`src/rtl/fetch_unit_pkg.sv`:
```
// Shared definitions for the fetch stage: FSM state encoding and fixed
// instruction/address constants.
package fetch_unit_pkg;

    typedef enum logic [1:0] {
        RESET  = 2'd0,
        WARMUP = 2'd1,
        RUN    = 2'd2,
        FAULT  = 2'd3
    } fetch_state_t;

    localparam logic [31:0] NOP              = 32'h0000_0013;
    localparam logic [31:0] DEFAULT_RESET_PC = 32'h0000_0000;

endpackage

```
`src/rtl/fetch_unit.sv`:
```
// Fetch stage: PC register, next-PC selection and F/D pipeline registers,
// sequenced by a small FSM that covers the memory read latency after reset.
module fetch_unit
    import fetch_unit_pkg::*;
#(
    parameter logic [31:0] RESET_PC = DEFAULT_RESET_PC
) (
    input  logic         CLK,
    input  logic         RST,
    input  logic         Stall_En,
    input  logic         Flush_D,
    input  logic         PC_Src_E,
    input  logic [31:0]  PC_Target_E,
    output logic [31:0]  PC_F,
    output logic [31:0]  PC_D,
    output logic [31:0]  PC_Plus4_D,
    output logic         Valid_D,
    output logic         Fault,
    output logic [31:0]  Fetch_Count,
    output fetch_state_t state_dbg
);

    fetch_state_t state_q, state_d;
    logic [31:0]  pc_f_q, pc_f_d;
    logic [31:0]  pc_d_q, pc_d_d;
    logic [31:0]  pc_plus4_d_q, pc_plus4_d_d;
    logic         valid_d_q, valid_d_d;
    logic [31:0]  count_q, count_d;
    logic [31:0]  pc_f_plus4;

    // Handshake-free stage: Stall_En holds F and F/D, PC_Src_E redirects and
    // always wins over a stall, Flush_D kills the decode slot and wins over a stall.
    always_comb begin
        state_d      = state_q;
        pc_f_d       = pc_f_q;
        pc_d_d       = pc_d_q;
        pc_plus4_d_d = pc_plus4_d_q;
        valid_d_d    = valid_d_q;
        count_d      = count_q;
        pc_f_plus4   = pc_f_q + 32'd4;

        unique case (state_q)
            RESET: begin
                state_d   = WARMUP;
                pc_f_d    = RESET_PC;
                valid_d_d = 1'b0;
            end
            WARMUP: begin
                state_d   = RUN;
                pc_f_d    = RESET_PC;
                valid_d_d = 1'b0;
            end
            RUN: begin
                // A misaligned target is never fetched; PC_F keeps its last value.
                if (PC_Src_E) begin
                    if (PC_Target_E[1:0] != 2'b00) begin
                        state_d = FAULT;
                    end else begin
                        pc_f_d = PC_Target_E;
                    end
                end else if (!Stall_En) begin
                    pc_f_d = pc_f_plus4;
                end
                if (!Stall_En) begin
                    pc_d_d       = pc_f_q;
                    pc_plus4_d_d = pc_f_plus4;
                    valid_d_d    = 1'b1;
                end
                if (Flush_D || PC_Src_E) begin
                    valid_d_d = 1'b0;
                end
                if (pc_f_d != pc_f_q) begin
                    count_d = count_q + 32'd1;
                end
            end
            FAULT: begin
                valid_d_d = 1'b0;
            end
            default: begin
                state_d = RESET;
            end
        endcase
    end

    always_ff @(posedge CLK) begin
        if (RST) begin
            state_q      <= RESET;
            pc_f_q       <= RESET_PC;
            pc_d_q       <= 32'd0;
            pc_plus4_d_q <= 32'd0;
            valid_d_q    <= 1'b0;
            count_q      <= 32'd0;
        end else begin
            state_q      <= state_d;
            pc_f_q       <= pc_f_d;
            pc_d_q       <= pc_d_d;
            pc_plus4_d_q <= pc_plus4_d_d;
            valid_d_q    <= valid_d_d;
            count_q      <= count_d;
        end
    end

    assign PC_F        = pc_f_q;
    assign PC_D        = pc_d_q;
    assign PC_Plus4_D  = pc_plus4_d_q;
    assign Valid_D     = valid_d_q;
    assign Fault       = (state_q == FAULT);
    assign Fetch_Count = count_q;
    assign state_dbg   = state_q;

endmodule

```
`config.mk`:
```
export PLATFORM = sky130hd
export DESIGN_NAME = fetch_unit
export DESIGN_NICKNAME = d
export VERILOG_FILES = /design/src/rtl/fetch_unit_pkg.sv /design/src/rtl/fetch_unit.sv
export SDC_FILE = /design/constraint.sdc
export NUM_CORES = 1
export LEC_CHECK = 0
export CORE_MARGIN = 4
export CORE_UTILIZATION = 50
export DETAILED_ROUTE_END_ITERATION = 12
export DONT_BUFFER_PORTS = 1
export GPL_TIMING_DRIVEN = 1
export SYNTH_ARGS = -nofsm -noshare
export SYNTH_HDL_FRONTEND = slang
export SYNTH_SLANG_ARGS = --single-unit
```
`constraint.sdc`:
```
create_clock -name CLK -period 4.3 [get_ports CLK]
set_input_delay 0.43 -clock CLK [delete_from_list [all_inputs] [get_ports CLK]]
set_output_delay 0.43 -clock CLK [all_outputs]
set_load 0.02 [all_outputs]
```
==> metrics.txt, run 1 <==
Final Util 56.03%; fill cell count 1,296; I/O pins 169; final net count 881; Yosys reg bits 129; Die ar. 0.01585 sq mm; fin crit share 74.90%; area of the multi-input gates 0.003945 sq mm; post-layout power 3.473 mW; CTS Hold Bufs 0; routability cong. 0.9695; Seq/Total Area, Yosys 37.16%; fraction of layout instances using a drive strength above 1 6.949%; die boundary height 125.9 microns; PwrDens 462.6 mW/mm^2; vias in the first global route 6,141; largest area contributor in the netlist dfxtp_1; TNS Setup 0 ns; met3 Resource Use GR 9.229%; post-synth cell types 68; I/O Buffers 0; Yosys warnings 0; critical path required time 4.62 ns; register area 0.002582 sq mm; Top Usage Layer GRT met2; CTS HTree Levels 4; Core ar. 0.01340 sq mm; post-CTS sizing 0; fmax 310.5 MHz; synthesized area 0.006949 sq mm; GR Overflow Total 0; Critical Path End Type flop; Synth top area share 37.16%; top cells by area, synth dfxtp_1 (37%), a21oi_1 (6.5%), nand2_1 (5.8%), nor2_1 (4.3%), xnor2_1 (3.8%); fin crit period 3.221 ns; CTS Root Cell clkbuf_16; crit path DAT 3.54 ns; clock buffer count from CTS 17; Critical Path Fanout Max 10; Residual DRC 0; Final Hold Viols 0; Cells after Synth 881; Hold Crit Class in2reg; largest net degree at the start of global routing 123; Clock Skews 0.007020 ns; Layout area overhead 8.048%; drt total wl 23,160 microns; pre-CTS WS 1.155 ns; initial DRC count 581; total track usage 28.01%; post-route worst setup slack 1.079 ns; maximum capacitance violations 0; Hold Path Depth 1; CP Class reg2reg; # Post-CTS Setup Buffers 0; clk_lat worst skew 0.42 ns; leakage 2.393 nW; slew margin rel. 17.53%; Post-Syn Nets 925; async set-or-reset flop fraction in the synthesized netlist 0%; CTS tree yes; Antenna Nets Post-Route 0; R2R Setup Slk 1.08 ns; vias 6,578; ANT cells 0; Post-DP HPWL 16,020 microns; Routed WL per cell 22.59 microns; Num Clock Sinks 129; clock buffer depth 2; Clk pin slew, worst setup/hold paths 0.06 ns; Reg2Reg Depth 6; Worst setup SP type flop; Mean Syn Cell Area 7.888 sq um; floorplan row count 42; RSZ-0062 raised after global routing false; initial antenna violation count 0; ys flop type dfxtp_1; die width 125.9 microns; GR Util met2 43.82%; DR vias/cell 6.418; outcome completed; DR pass1 iterations 5; Post-synth EDFFs 0; Max Slew Vio Count 0; Slew @ Worst Pin 1.234 ns; final setup vio count 0; grt met1 use 36.23%; first-pass GRT wire length 35,500 microns; initial core utilization 51.86%; maximum vdd drop 0.2359 mV
-- worst paths after layout --
path                                             from                     endpoint
worst max-delay path             PC_F[2]$_SDFFE_PP0P_  PC_Plus4_D[30]$_SDFFE_PP0P_
worst min-delay path                          Flush_D         Valid_D$_SDFFE_PP0P_
worst max register to register   PC_F[2]$_SDFFE_PP0P_  PC_Plus4_D[30]$_SDFFE_PP0P_
worst min register to register  PC_D[31]$_SDFFE_PP0P_        PC_D[31]$_SDFFE_PP0P_
-- registers in the layout (all words and copies together) (netlist names) --
signal and flops:
Fetch_Count 32, Valid_D 1, PC_F 32, PC_D 32
PC_Plus4_D 30, state_dbg 2
-- cell usage in the layout (no fill, tap or decap), types with 10 or more instances in the layout --
cell type  count
dfxtp_1      129
nand4_1       20
nand3_1       20
nor3_1        19
o31ai_1       12
and2_1        10
and3_1        15
a21oi_1       90
clkbuf_16     17
o21ai_0       41
a211oi_1      34
xor2_1        25
nand2_1      108
or4_1         12
buf_4         13
or3_1         16
xnor2_1       30
inv_1         21
nor2_1        80
o21a_1        11
-- cell families (layout without fill, tap and decap cells) --
logic type	Yosys count	in the layout	share of synthesized area, %
xor gates and xnor gates	55	55	6.932
muxes	4	4	0.5942
buffers and inverters	98	66	6.176
AOI/OAI and AO/OA	246	246	23.46
adders and majority gates	7	7	1.260
DFF	129	129	37.16
and+or+nand+nor	342	342	24.42
-- layout make-up --
cell class | instances | area share (%)
clock buffers | 21 | 6.266
clock inverters | 10 | 1.466
inverters | 22 | 1.100
multi-input cells | 654 | 52.54
flip-flops and latches | 129 | 34.39
well taps | 176 | 2.933
repair buffers | 13 | 1.300
-- metrics by stage --
stage	cells	instance area, sq um	hold WS (ns)
after floorplan	881	6949	0.4486
after global placement	994	6928	0.5080
after detailed placement	994	6928	0.5118
after CTS	1025	7508	0.06890
after global routing	1025	7508	0.06957
final	1025	7508	0.08172
-- cells in the mapped netlist (4+ instances only) --
library cell and count:
dfxtp_1 129, nand2_1 108, a21oi_1 90, nor2_1 80
clkbuf_1 50, o21ai_0 41, a211oi_1 34, xnor2_1 30
xor2_1 25, inv_1 21, nand3_1 20, nand4_1 20
nor3_1 19, buf_2 16, or3_1 16, and3_1 15
o31ai_1 12, or4_1 12, o21a_1 11, and2_1 10
nor2b_1 9, a31oi_1 8, nand2b_1 8, ha_1 7
nor4_1 7, o221ai_1 7, and4_1 5, buf_4 5
o22ai_1 5, a22o_1 4, o2111ai_1 4
-- where the power goes --
group / leakage, nW / internal (mW) / switching [mW]
registers: 1.04 / 1.28 / 0.227
logic: 1.06 / 0.182 / 0.346
clock network: 0.288 / 0.892 / 0.541
-- per-layer routing --
metal  vias to the layer above  part of all wire [%]
li1                       3068                     -
met1                      3135                    42
met2                       334                    45
met3                        41                    10
met4                         0                   2.7
met5                         -                     0
-- critical path, stage by stage (launching register included) --
cell	delay (ns)
dfxtp_1	0.66
ha_1	0.38
and4_1	0.31
nand3_1	0.34
or4_1	0.73
or3_1	0.40
a311oi_1	0.30
No activity file was read; power rests on OpenSTA's default activity.
==> inputs of run 2 (changes only) <==
clock period = 3.2 ns   (was 4.3 ns; I/O delays follow)
==> run 2 against run 1 <==
Final area rose by 5.3%. Combinational power rose by 67%. Hold slack got worse by 0.031 ns. Clock power rose by 52%. Die area did not move. Final cell count rose by 3.7%. Worst setup slack got worse by 0.66 ns. Critical endpoint is now Fetch_Count[14]$_SDFFE_PP0P_. Highest routed layer unchanged.
==> metrics.txt, run 2 (synthesis results as in run 1) <==
outcome completed; first-pass GRT wire length 36,990 microns; DR vias/cell 6.332; CTS HTree Levels 4; Logic pwr share 17.6%; PwrDens 634.8 mW/mm^2; GR Overflow Total 0; crit path from PC_F[8]$_SDFFE_PP0P_; Worst setup SP type flop; Clock Skews 0.006051 ns; Antenna Nets Post-Route 0; I/O pins 169; Post-DP HPWL 16,850 microns; fin crit share 86.91%; Clock power frac 43.4%; area post-placement 0.007188 sq mm; finished layout cell area 0.007908 sq mm; commonest non-fill, non-tap cells in the layout dfxtp_1 (129), nand2_1 (108), a21oi_1 (90), nor2_1 (80), buf_4 (45); initial DRC count 653; Critical Path Fanout Max 18; most common library cell in the layout ignoring fill and taps dfxtp_1; CP Class reg2reg; routability cong. 0.9360; Max Slew Vio Count 0; TNS Setup 0 ns; vias 6,731; Final Util 59.01%; R2R Setup Slk 0.42 ns; post-CTS sizing 0; leakage 2.622 nW; ANT cells 0; Slew @ Worst Pin 0.7533 ns; area of the multi-input gates 0.003945 sq mm; internal power 3.462 mW; final net count 918; register area 0.002582 sq mm; initial antenna violation count 0; die boundary height 125.9 microns; Clk pin slew, worst setup/hold paths 0.06 ns; Critical R2R Launch PC_F[8]$_SDFFE_PP0P_; clock buffer count from CTS 17; fraction of layout instances using a drive strength above 1 10.60%; Routed WL per cell 22.49 microns; share of power burned in registers 39.1%; Die ar. 0.01585 sq mm; M1 WL 9781 microns; RSZ-0062 raised after global routing false; post-route worst setup slack 0.4190 ns; maximum capacitance violations 0; CTS Root Cell clkbuf_16; hold path start RST; clock buffer depth 2; drt total wl 23,910 microns; fmax 359.6 MHz; routed wl met2 11,080 microns; clk_lat worst skew 0.42 ns; critical path required time 3.48 ns; Switching Power 1.558 mW; die width 125.9 microns; Core ar. 0.01340 sq mm; slew margin rel. 49.62%; maximum vdd drop 0.3447 mV; largest net degree at the start of global routing 113; initial core utilization 51.86%; fill cell count 1,262; Critical Path End Type flop; I/O Buffers 0; Layout area overhead 13.79%; Num Clock Sinks 129; vias in the first global route 6,362; crit path DAT 3.07 ns; top layer in use met4; CTS tree yes; floorplan row count 42; met3 routed WL 2489 microns; Hold Crit Class in2reg; Final Hold Viols 0; final setup vio count 0; pre-CTS WS 0.4123 ns; DR pass1 iterations 7; Residual DRC 0; switch share 31.03%; total track usage 29.29%; fin crit period 2.781 ns
## run 2: cell types whose count changed in the layout (fill, tap and decap cells not counted), sizes merged
| cell | before | now |
|---|---|---|
| clkinv | 7 | 4 |
| clkbuf | 21 | 20 |
| bufinv | 2 | 5 |
| buf | 13 | 47 |
| clkinvlp | 1 | 2 |
| dlygate4sd3 | 0 | 3 |
| inv | 22 | 23 |
## run 2: what timing repair did
action	in CTS	in global routing
buffers inserted	0	0
hold endpoints to repair	112	0
hold buffers	4	0
## run 2: routing by layer
layer  vias up  global-route usage [%]
li1       3134                       -
met1      3204                   37.32
met2       351                   47.14
met3        42                   9.399
met4         0                   9.590
met5         -                       0
## run 2: critical path: stages, from the launching register on
cell	delay [ns]
dfxtp_1	0.60
inv_1	0.16
a22o_1	0.23
nor4_1	0.37
a31oi_2	0.35
o311ai_4	0.66
or4_1	0.20
a21oi_1	0.07
## run 2: path summary, 6_finish.rpt
path                                                      to  cells past startpoint
worst min-delay path                   PC_F[20]$_SDFFE_PP0P_                      2
worst max register to register  Fetch_Count[14]$_SDFFE_PP0P_                      7
worst min register to register         PC_F[27]$_SDFFE_PP0P_                      2
worst max-delay path            Fetch_Count[14]$_SDFFE_PP0P_                      7
## run 2: final cells by class
type	instances	share of cell area, %
multi-input combinational	654	49.89
clock inverter	12	2.595
sequential	129	32.66
clock buffer	20	5.775
inverter	22	1.044
timing repair buffer	50	5.253
tap	176	2.785
## run 2: power groups by stage
stage | logic (mW) | registers (mW) | clock network (mW)
floorplan | 0.596 | 1.98 | 0
global placement | 0.822 | 1.99 | 0
detailed placement | 0.836 | 2.00 | 0
global route | 0.957 | 1.98 | 2.28
CTS | 0.869 | 1.96 | 2.20
finish | 0.881 | 1.96 | 2.18
## run 2: stage by stage
stage | power (mW) | std cells | hold slack (ns)
finish | 5.020 | 1063 | 0.05072
global placement | 2.816 | 1027 | 0.4003
floorplan | 2.575 | 881 | 0.3987
global route | 5.218 | 1063 | 0.05751
detailed placement | 2.834 | 1027 | 0.4040
CTS | 5.031 | 1063 | 0.03639
==> inputs of run 3 (changes only) <==
PLACE_DENSITY = 0.68   (was unset)
==> run 3 against run 2 <==
Sequential cell count unchanged. Clock skew increased by 0.00068 ns. Highest routed layer unchanged. Count of clock-buffer cells in the layout grew 5. Wire length shrank 3.9%. Total power fell by 6.1%. Worst setup slack lost 0.050 ns. Critical path depth unchanged.
==> metrics.txt, run 3 (synthesis results as in run 1) <==
CTS tree yes; Layout area overhead 11.97%; outcome completed; reg2reg end Fetch_Count[18]$_SDFFE_PP0P_; maximum vdd drop 0.3584 mV; Core ar. 0.01340 sq mm; commonest non-fill, non-tap cells in the layout dfxtp_1 (129), nand2_1 (108), a21oi_1 (90), nor2_1 (80); routability cong. 0.9340; largest net degree at the start of global routing 112; Hold Path Depth 2; Antenna Nets Post-Route 0; GR Overflow Total 0; Slew @ Worst Pin 0.8377 ns; fin crit period 2.831 ns; drt total wl 22,990 microns; ANT cells 0; PwrDens 606.0 mW/mm^2; first-pass GRT wire length 36,090 microns; # Post-CTS Setup Buffers 0; hold path start RST; worst path buffer plus inverter count 1; DR vias/cell 6.294; initial core utilization 51.86%; Max Slew Vio Count 0; Reg2Reg Depth 7; Hold Crit Class in2reg; Clock Skews 0.006728 ns; total track usage 28.34%; Clk pin slew, worst setup/hold paths 0.06 ns; CTS HTree Levels 4; grt met1 use 35.18%; vias 6,659; Final Hold Viols 0; TNS Setup 0 ns; Die ar. 0.01585 sq mm; crit path DAT 3.12 ns; final net count 914; die boundary height 125.9 microns; fin crit share 88.47%; Crit-path slowest cell o311ai_4; I/O Buffers 0; Num Clock Sinks 129; fmax 353.2 MHz; critical-path cell list inv_1, a22o_1, nor4_1, a31oi_2, o311ai_4, or4_1, a21oi_1; most common library cell in the layout ignoring fill and taps dfxtp_1; final setup vio count 0; slew margin rel. 44.04%; RSZ-0062 raised after global routing false; R2R Setup Slk 0.37 ns; clock buffer count from CTS 17; area post-placement 0.007158 sq mm; CTS Hold Bufs 4; post-CTS sizing 0; vias in the first global route 6,425; GR Util met2 44.73%; Critical Path End Type flop; initial DRC count 733; fraction of layout instances using a drive strength above 1 9.637%; floorplan row count 42; DR pass1 iterations 5; Residual DRC 0; fill cell count 1,261; met3 Resource Use GR 11.35%; Routed WL per cell 21.73 microns; I/O pins 169; WHS Endpoint PC_F[20]$_SDFFE_PP0P_; Critical R2R Launch PC_F[8]$_SDFFE_PP0P_; CP Class reg2reg; crit-path max cell delay 0.69 ns; Top Usage Layer GRT met2; Post-DP HPWL 16,040 microns; finished layout cell area 0.007781 sq mm; CTS Root Cell clkbuf_16; cell family with most CP delay compound AO/OA/AOI/OAI gates; clock buffer depth 2; die width 125.9 microns; leakage 2.567 nW; maximum capacitance violations 0; Critical Path Fanout Max 18; critical path required time 3.49 ns; Worst setup SP type flop; initial antenna violation count 0; clk_lat worst skew 0.43 ns
[run 3: power by group]
| part | switching, mW | internal [mW] |
|---|---|---|
| registers | 0.230 | 1.73 |
| logic | 0.565 | 0.289 |
| clock network | 0.708 | 1.20 |
| total | 1.50 | 3.21 |
[run 3: routing by layer]
layer / wire, microns / up-vias
li1: - / 3133
met1: 9151 / 3140
met2: 10590 / 333
met3: 2629 / 53
met4: 613 / 0
met5: 0 / -
[run 3: per-stage QoR]
step	worst slack (ns)	utilization, %	std cells	power, mW	hold slack [ns]
CTS	0.3911	58.07	1058	4.716	0.04124
floorplan	0.6191	-	881	2.575	0.3987
finish	0.3688	58.07	1058	4.715	0.05684
global placement	0.5304	53.42	1023	2.772	0.3988
global route	0.1653	58.07	1058	4.899	0.05745
detailed placement	0.4062	53.42	1023	2.798	0.4026
[run 3: area by class of cell]
class	instances	area (sq um)	area share [%]
clock inverter	6	80.08	1.029
tap	176	220.2	2.830
sequential	129	2582	33.19
inverter	22	82.58	1.061
timing repair buffer	46	385.4	4.953
multi-input combinational	654	3945	50.70
clock buffer	25	485.5	6.239
[run 3: worst max-delay path by stage]
stage / startpoint / end / slack (ns) / cells past startpoint
5_1_grt: PC_F[8]$_SDFFE_PP0P_ / Fetch_Count[17]$_SDFFE_PP0P_ / 0.17 / 7
4_1_cts: PC_F[8]$_SDFFE_PP0P_ / Fetch_Count[23]$_SDFFE_PP0P_ / 0.39 / 7
2_1_floorplan: PC_F[3]$_SDFFE_PP0P_ / PC_Plus4_D[30]$_SDFFE_PP0P_ / 0.62 / 6
3_5_place_dp: PC_F[8]$_SDFFE_PP0P_ / Fetch_Count[23]$_SDFFE_PP0P_ / 0.41 / 7
6_report: PC_F[8]$_SDFFE_PP0P_ / Fetch_Count[18]$_SDFFE_PP0P_ / 0.37 / 7
3_3_place_gp: PC_F[8]$_SDFFE_PP0P_ / Fetch_Count[23]$_SDFFE_PP0P_ / 0.53 / 7
